==> config.mk <==
export PLATFORM = sky130hd
export DESIGN_NAME = line_buf_scheduler
export DESIGN_NICKNAME = d
export VERILOG_FILES = /design/src/rtl/line_buf_scheduler.sv
export SDC_FILE = /design/constraint.sdc
export NUM_CORES = 1
export LEC_CHECK = 0
export ABC_AREA = 1
export ABC_CLOCK_PERIOD_IN_PS = 2250
export BUFFER_PORTS_ARGS = -buffer_cell sky130_fd_sc_hd__buf_2
export CAP_MARGIN = 30
export CORE_UTILIZATION = 50
export DETAILED_ROUTE_END_ITERATION = 8
export GPL_ROUTABILITY_DRIVEN = 1
export HOLD_SLACK_MARGIN = 0.02
export PLACE_DENSITY = 0.75
export SYNTH_ARGS = -nofsm -noshare
export SYNTH_HDL_FRONTEND = slang
export SYNTH_SLANG_ARGS = --single-unit
==> constraint.sdc <==
create_clock -name axi_clk -period 2.25 [get_ports axi_clk]
set_clock_uncertainty 0.1 [all_clocks]
set_input_delay 0.675 -clock axi_clk [delete_from_list [all_inputs] [get_ports axi_clk]]
set_output_delay 0.675 -clock axi_clk [all_outputs]
set_load 0.02 [all_outputs]
==> src/rtl/line_buf_scheduler.sv <==
// line_buf_scheduler
//   Sequences four line buffers for a 3x3 sliding-window filter. Incoming
//   pixels fill the buffers round-robin; once three full lines are held, a
//   line-read pass presents the three lines selected by rd_buf to the window
//   logic, then releases the oldest line for refill.
//
// Ports
//   axi_clk        sole clock, rising edge
//   axi_rst        asynchronous active-low reset
//   i_pixel_valid  incoming pixel present this cycle
//   o_wr_en        one-hot write enable, buffers 0..3
//   o_wr_addr      pixel index within the line being written
//   o_rd_en        read enables, three bits set during a line read
//   o_rd_addr      column read from the three selected lines
//   o_rd_top       buffer holding the top row of the current window
//   o_win_valid    window data valid (o_rd_en delayed one cycle)
//   o_intr         one-cycle pulse when a line has been consumed
//   o_overflow     sticky: pixel dropped because all buffers were full
module line_buf_scheduler #(
  parameter int LINE_WIDTH = 512,
  parameter int NUM_BUFS   = 4
) (
  input  logic                          axi_clk,
  input  logic                          axi_rst,
  input  logic                          i_pixel_valid,
  output logic [NUM_BUFS-1:0]           o_wr_en,
  output logic [$clog2(LINE_WIDTH)-1:0] o_wr_addr,
  output logic [NUM_BUFS-1:0]           o_rd_en,
  output logic [$clog2(LINE_WIDTH)-1:0] o_rd_addr,
  output logic [1:0]                    o_rd_top,
  output logic                          o_win_valid,
  output logic                          o_intr,
  output logic                          o_overflow
);

  localparam int AW = $clog2(LINE_WIDTH);
  localparam int FW = $clog2(4 * LINE_WIDTH + 1);

  localparam logic [AW-1:0] LAST_COL  = AW'(LINE_WIDTH - 1);
  localparam logic [FW-1:0] FILL_MAX  = FW'(4 * LINE_WIDTH);
  localparam logic [FW-1:0] FILL_READ = FW'(3 * LINE_WIDTH);
  localparam logic [FW-1:0] FILL_LINE = FW'(LINE_WIDTH);

  typedef enum logic [1:0] {
    IDLE = 2'd0,
    READ = 2'd1,
    DONE = 2'd2
  } state_e;

  state_e        state_q,     state_d;
  logic [1:0]    wr_buf_q,    wr_buf_d;
  logic [AW-1:0] wr_col_q,    wr_col_d;
  logic [1:0]    rd_buf_q,    rd_buf_d;
  logic [AW-1:0] rd_col_q,    rd_col_d;
  logic [FW-1:0] fill_q,      fill_d;
  logic          win_valid_q, win_valid_d;
  logic          overflow_q,  overflow_d;

  logic                    accept;
  logic [NUM_BUFS-1:0]     wr_onehot;
  logic [NUM_BUFS-1:0]     rd_mask;
  logic [NUM_BUFS-1:0]     rd_en_w;
  logic [2*NUM_BUFS-1:0]   rd_rot;

  always_comb begin
    accept      = i_pixel_valid && (fill_q < FILL_MAX);
    wr_buf_d    = wr_buf_q;
    wr_col_d    = wr_col_q;
    rd_buf_d    = rd_buf_q;
    rd_col_d    = rd_col_q;
    state_d     = state_q;
    overflow_d  = overflow_q | (i_pixel_valid & ~accept);

    if (accept) begin
      if (wr_col_q == LAST_COL) begin
        wr_col_d = '0;
        wr_buf_d = wr_buf_q + 2'd1;
      end else begin
        wr_col_d = wr_col_q + AW'(1);
      end
    end

    // Write increment and end-of-line release may land in the same cycle;
    // both are applied.
    fill_d = fill_q + (accept ? FW'(1) : FW'(0));
    if (state_q == DONE) begin
      fill_d = fill_d - FILL_LINE;
    end

    case (state_q)
      // Next-cycle fill is used so the read pass starts the cycle right after
      // the pixel completing the third line is accepted.
      IDLE: if (fill_d >= FILL_READ) state_d = READ;
      READ: begin
        if (rd_col_q == LAST_COL) begin
          rd_col_d = '0;
          state_d  = DONE;
        end else begin
          rd_col_d = rd_col_q + AW'(1);
        end
      end
      DONE: begin
        rd_buf_d = rd_buf_q + 2'd1;
        rd_col_d = '0;
        state_d  = IDLE;
      end
      default: state_d = IDLE;
    endcase

    // Three consecutive buffers starting at rd_buf, wrapping modulo 4.
    rd_rot  = {NUM_BUFS'(0), NUM_BUFS'(7)} << rd_buf_q;
    rd_mask = rd_rot[NUM_BUFS-1:0] | rd_rot[2*NUM_BUFS-1:NUM_BUFS];
    rd_en_w = (state_q == READ) ? rd_mask : '0;

    win_valid_d = |rd_en_w;
    wr_onehot   = NUM_BUFS'(1) << wr_buf_q;
  end

  always_ff @(posedge axi_clk or negedge axi_rst) begin
    if (!axi_rst) begin
      state_q     <= IDLE;
      wr_buf_q    <= '0;
      wr_col_q    <= '0;
      rd_buf_q    <= '0;
      rd_col_q    <= '0;
      fill_q      <= '0;
      win_valid_q <= 1'b0;
      overflow_q  <= 1'b0;
    end else begin
      state_q     <= state_d;
      wr_buf_q    <= wr_buf_d;
      wr_col_q    <= wr_col_d;
      rd_buf_q    <= rd_buf_d;
      rd_col_q    <= rd_col_d;
      fill_q      <= fill_d;
      win_valid_q <= win_valid_d;
      overflow_q  <= overflow_d;
    end
  end

  // Write enable is combinational from i_pixel_valid, so it is gated by the
  // reset level to stay quiet while reset is held.
  assign o_wr_en     = (accept && axi_rst) ? wr_onehot : '0;
  assign o_wr_addr   = wr_col_q;
  assign o_rd_en     = rd_en_w;
  assign o_rd_addr   = rd_col_q;
  assign o_rd_top    = rd_buf_q;
  assign o_win_valid = win_valid_q;
  assign o_intr      = (state_q == DONE);
  assign o_overflow  = overflow_q;

endmodule
==> impl_results.md <==
* Leakage power at roughly 1.4 nW
* Final Max Slew Viols at 0
* Crit path capture: state_q[1]$_DFFE_PN0P_
* Detail Route Antenna Nets at 0
* Number of buffers created by CTS at 5
* Fin. Hold Viols at 0
* Worst path most repeated cell: nand2_1
* CP delay by family, top: simple AND/OR/NAND/NOR gates
* Final period utilization at 107%
* Worst setup SP type: primary input
* Max VDD drop at about 0.0004 V
* Filler cell count at 302
* Most common cell in the synthesized netlist: nand2_1
* Drt pass-1 iters at 4
* Pwr Total at 0.00131 W
* Layout cell share with drive strength beyond 1 at 31.7%
* Initial antenna violation count at 0
* Critical path origin: i_pixel_valid
* Arr. time, crit path at 2.53 ns
* Pwr Density at 498 mW/mm²
* Crit path max fanout at 3
* Mean routed wirelength per cell at 11.1 µm
* Worst Setup Slack, final at -0.147 ns
* CP bufs+invs at 5
* Wire length of the first global-routing pass at 6460 µm
* Clock slew at reported path FFs at ~0.070 ns
* Slew @ Worst Pin at 0.478 ns
* Worst reg2reg path depth at 21
* Crit-path cells: buf_8 > inv_12 > nor2_4 > ha_4 > ha_4 > nand2_4 > nor2_4 > nand2_1 > nand2_1 > nand2_2 > inv_2 > ha_4 > nand2_4 > xor2_2 > inv_1 > nand2_1 > nand2_1 > inv_2 > nor2_2 > nand2_2 > nand2_2 > nand2_1 > nand2_1
* Dominant synthesized flop cell: dfrtp_1
* Initial DRC count at 64
* Post-detail-place hpwl at between 2000 and 3000 µm
* Internal reg-to-reg setup slack at -0.10 ns
* Post-synth EDFFs at 0
* DRC viols at 0
* Placed Cells at between 300 and 400
* Beginning of the worst register-to-register path: fill_q[11]$_DFF_PN0_
* Synth area leader: dfrtp_1
* Unrepaired setup endpoints after global routing: true
* CTS Root Buffer Type: clkbuf_8
* Core ar. at 0.00380 mm²
* Status: finished with violations
* Uppermost layer routed: met4
* Area delta synth->final at 27.8%
* Die width at 66.2 µm
* Top-area cell type share of the netlist area at 46.1%
* CTS Buffer Depth at 2
* Post-Layout Cell Count at 341
* CTS Sinks at 38
* R2R Path End: state_q[1]$_DFFE_PN0P_
* Min-delay worst type: in -> async
* Detail Route met3 WL at ~150 µm
* Worst Path Required at 2.38 ns
* Largest net degree at the start of global routing at 39
* Max-Slew Margin vs Limit at 68.2%
* Maximum Capacitance Violations at 0
* Max frequency at 417 MHz
* Vias in the first global route at 1538
* Total gr overflow at 0
* Rows at 22
* Via count at 1687
* Number of hold buffers added after CTS at 0
* Worst slack, placed at -0.589 ns
* Violated checks: negative setup slack
* Mapped Area at 0.00206 mm²
* Avg Inst Size Synth at 8.70 µm²
* FF/Latch Area at roughly 950 µm²
* Final wirelength at around 3800 µm
* Final Wtd Congestion at 0.803
* Critical path capture point type: flop
* CP Class: in -> reg
* Initial core utilization at a little over half
* Top post-synthesis cells by area: dfrtp_1, ha_1, nand2_1
* Period minus WS final at roughly 2.4 ns
* Mean number of vias per cell at ~4.9
* Nets at 314
* Max incr delay on CP at 0.16 ns
* Die height at 66.2 µm
* Syn. warnings at 0
* Asr flop ratio synth at between 90% and 100%
* Mapped Nets at about 260
* Post-synth top cells: nand2_1, dfrtp_1, inv_1, nor2_1, ha_1
* Sequential fraction of the synthesis area at 46.1%
* Slowest cell on crit path: ha_4
* Overall Global Routing Usage at 20.0%
* CTS tree: built
* Port Buffers at 33
* Worst path depth at 23
* Met2 wire length at 1840 µm
* I/O pin total at 34
* Max H-tree Level at 2
* Synthesized instance count at 237
* Area of the multi-input gates at 0.00106 mm²
* Wl on met1 at 1700 µm
* Distinct cells, synth at 27
* Hold Worst Slack at 0.342 ns
* Setup violations, final at 3
* Ant. Diodes at 0
* Post-Route Setup TNS at -0.335 ns
* Die Area at around 0.0044 mm²
* Clock latency on the worst-skew pair at 0.29 ns
* Register bit count reported by yosys at 38
## worst min-delay path by stage
stage,to,from
3_5_place_dp,o_overflow$_DFF_PN0_,o_overflow$_DFF_PN0_
3_3_place_gp,o_overflow$_DFF_PN0_,o_overflow$_DFF_PN0_
5_1_grt,wr_buf_q[0]$_DFFE_PN0P_,axi_rst
2_1_floorplan,fill_q[0]$_DFF_PN0_,axi_rst
4_1_cts,wr_buf_q[0]$_DFFE_PN0P_,axi_rst
6_report,o_wr_addr[7]$_DFFE_PN0N_,axi_rst
## where the power goes
group / switching (W) / internal [W] / leakage, nW
combinational: 0.0000339 / 0.0000160 / 0.891
clock: 0.000230 / 0.000332 / 0.0524
sequential: 0.00000819 / 0.000691 / 0.472
## sequential cells by signal, indices dropped and copies added, names as in the netlist
| signal | count |
|---|---|
| fill_q | 12 |
| o_rd_addr | 9 |
| o_wr_addr | 9 |
| o_rd_top | 2 |
| state_q | 2 |
| wr_buf_q | 2 |
| o_overflow | 1 |
| o_win_valid | 1 |
## routing by layer
layer	global-route usage, %	up-vias
met1	22.8	788
li1	-	854
met2	34.3	35
met4	7.98	0
met5	0	-
met3	6.55	10
## what timing repair did
action / in CTS / in global routing
buffers inserted: 5 / 2
resized for setup: 9 / 9
pin swaps: 12 / 1
setup endpoints to repair: 6 / 7
## metrics by stage
stage,cell area [µm²],utilization [%]
after floorplan,2130,-
after global placement,2430,63.9
after detailed placement,2430,63.9
after CTS,2590,68.3
after global routing,2630,69.3
final,2630,69.3
## cells by family (layout without fill, tap and decap cells)
family | after synthesis | after routing | share of synthesized area (%)
and+or+nand+nor | 113 | 113 | 25.1
buffers and inverters | 36 | 92 | 6.74
DFF | 38 | 38 | 46.1
adders and majority gates | 19 | 19 | 11.5
AOI/OAI and AO/OA | 20 | 20 | 5.77
xor gates and xnor gates | 11 | 11 | 4.68
## final cells by class
class | instances | share of cell area (%)
multi-input cells | 163 | 40.4
flip-flops and latches | 38 | 36.1
repair buffers | 49 | 11.6
inverters | 35 | 5.56
clock buffers | 7 | 2.90
well taps | 48 | 2.28
clock inverters | 1 | 1.14
## worst register-to-register path, stage by stage (launching register included)
cell and delay (ns):
dfrtp_1 0.42, nor2_4 0.15, ha_4 0.16, ha_4 0.14, nand2_4 0.06, nor2_4 0.12, nand2_1 0.06, nand2_1 0.07
nand2_2 0.06, inv_2 0.06, ha_4 0.13, nand2_4 0.05, xor2_2 0.15, inv_1 0.05, nand2_1 0.04, nand2_1 0.07
inv_2 0.04, nor2_2 0.10, nand2_2 0.08, nand2_2 0.08, nand2_1 0.05, nand2_1 0.05
## placed cells by master (no fill, tap or decap), types with 6 or more instances in the layout
master / count
buf_4: 18
nand2_2: 9
dfrtp_1: 38
nor2_1: 26
nor3_1: 6
xor2_1: 8
inv_1: 28
nand2_1: 40
o21ai_0: 7
a21oi_1: 7
buf_2: 29
nand3_1: 15
ha_1: 14
Power figures use the tool's default switching activity.
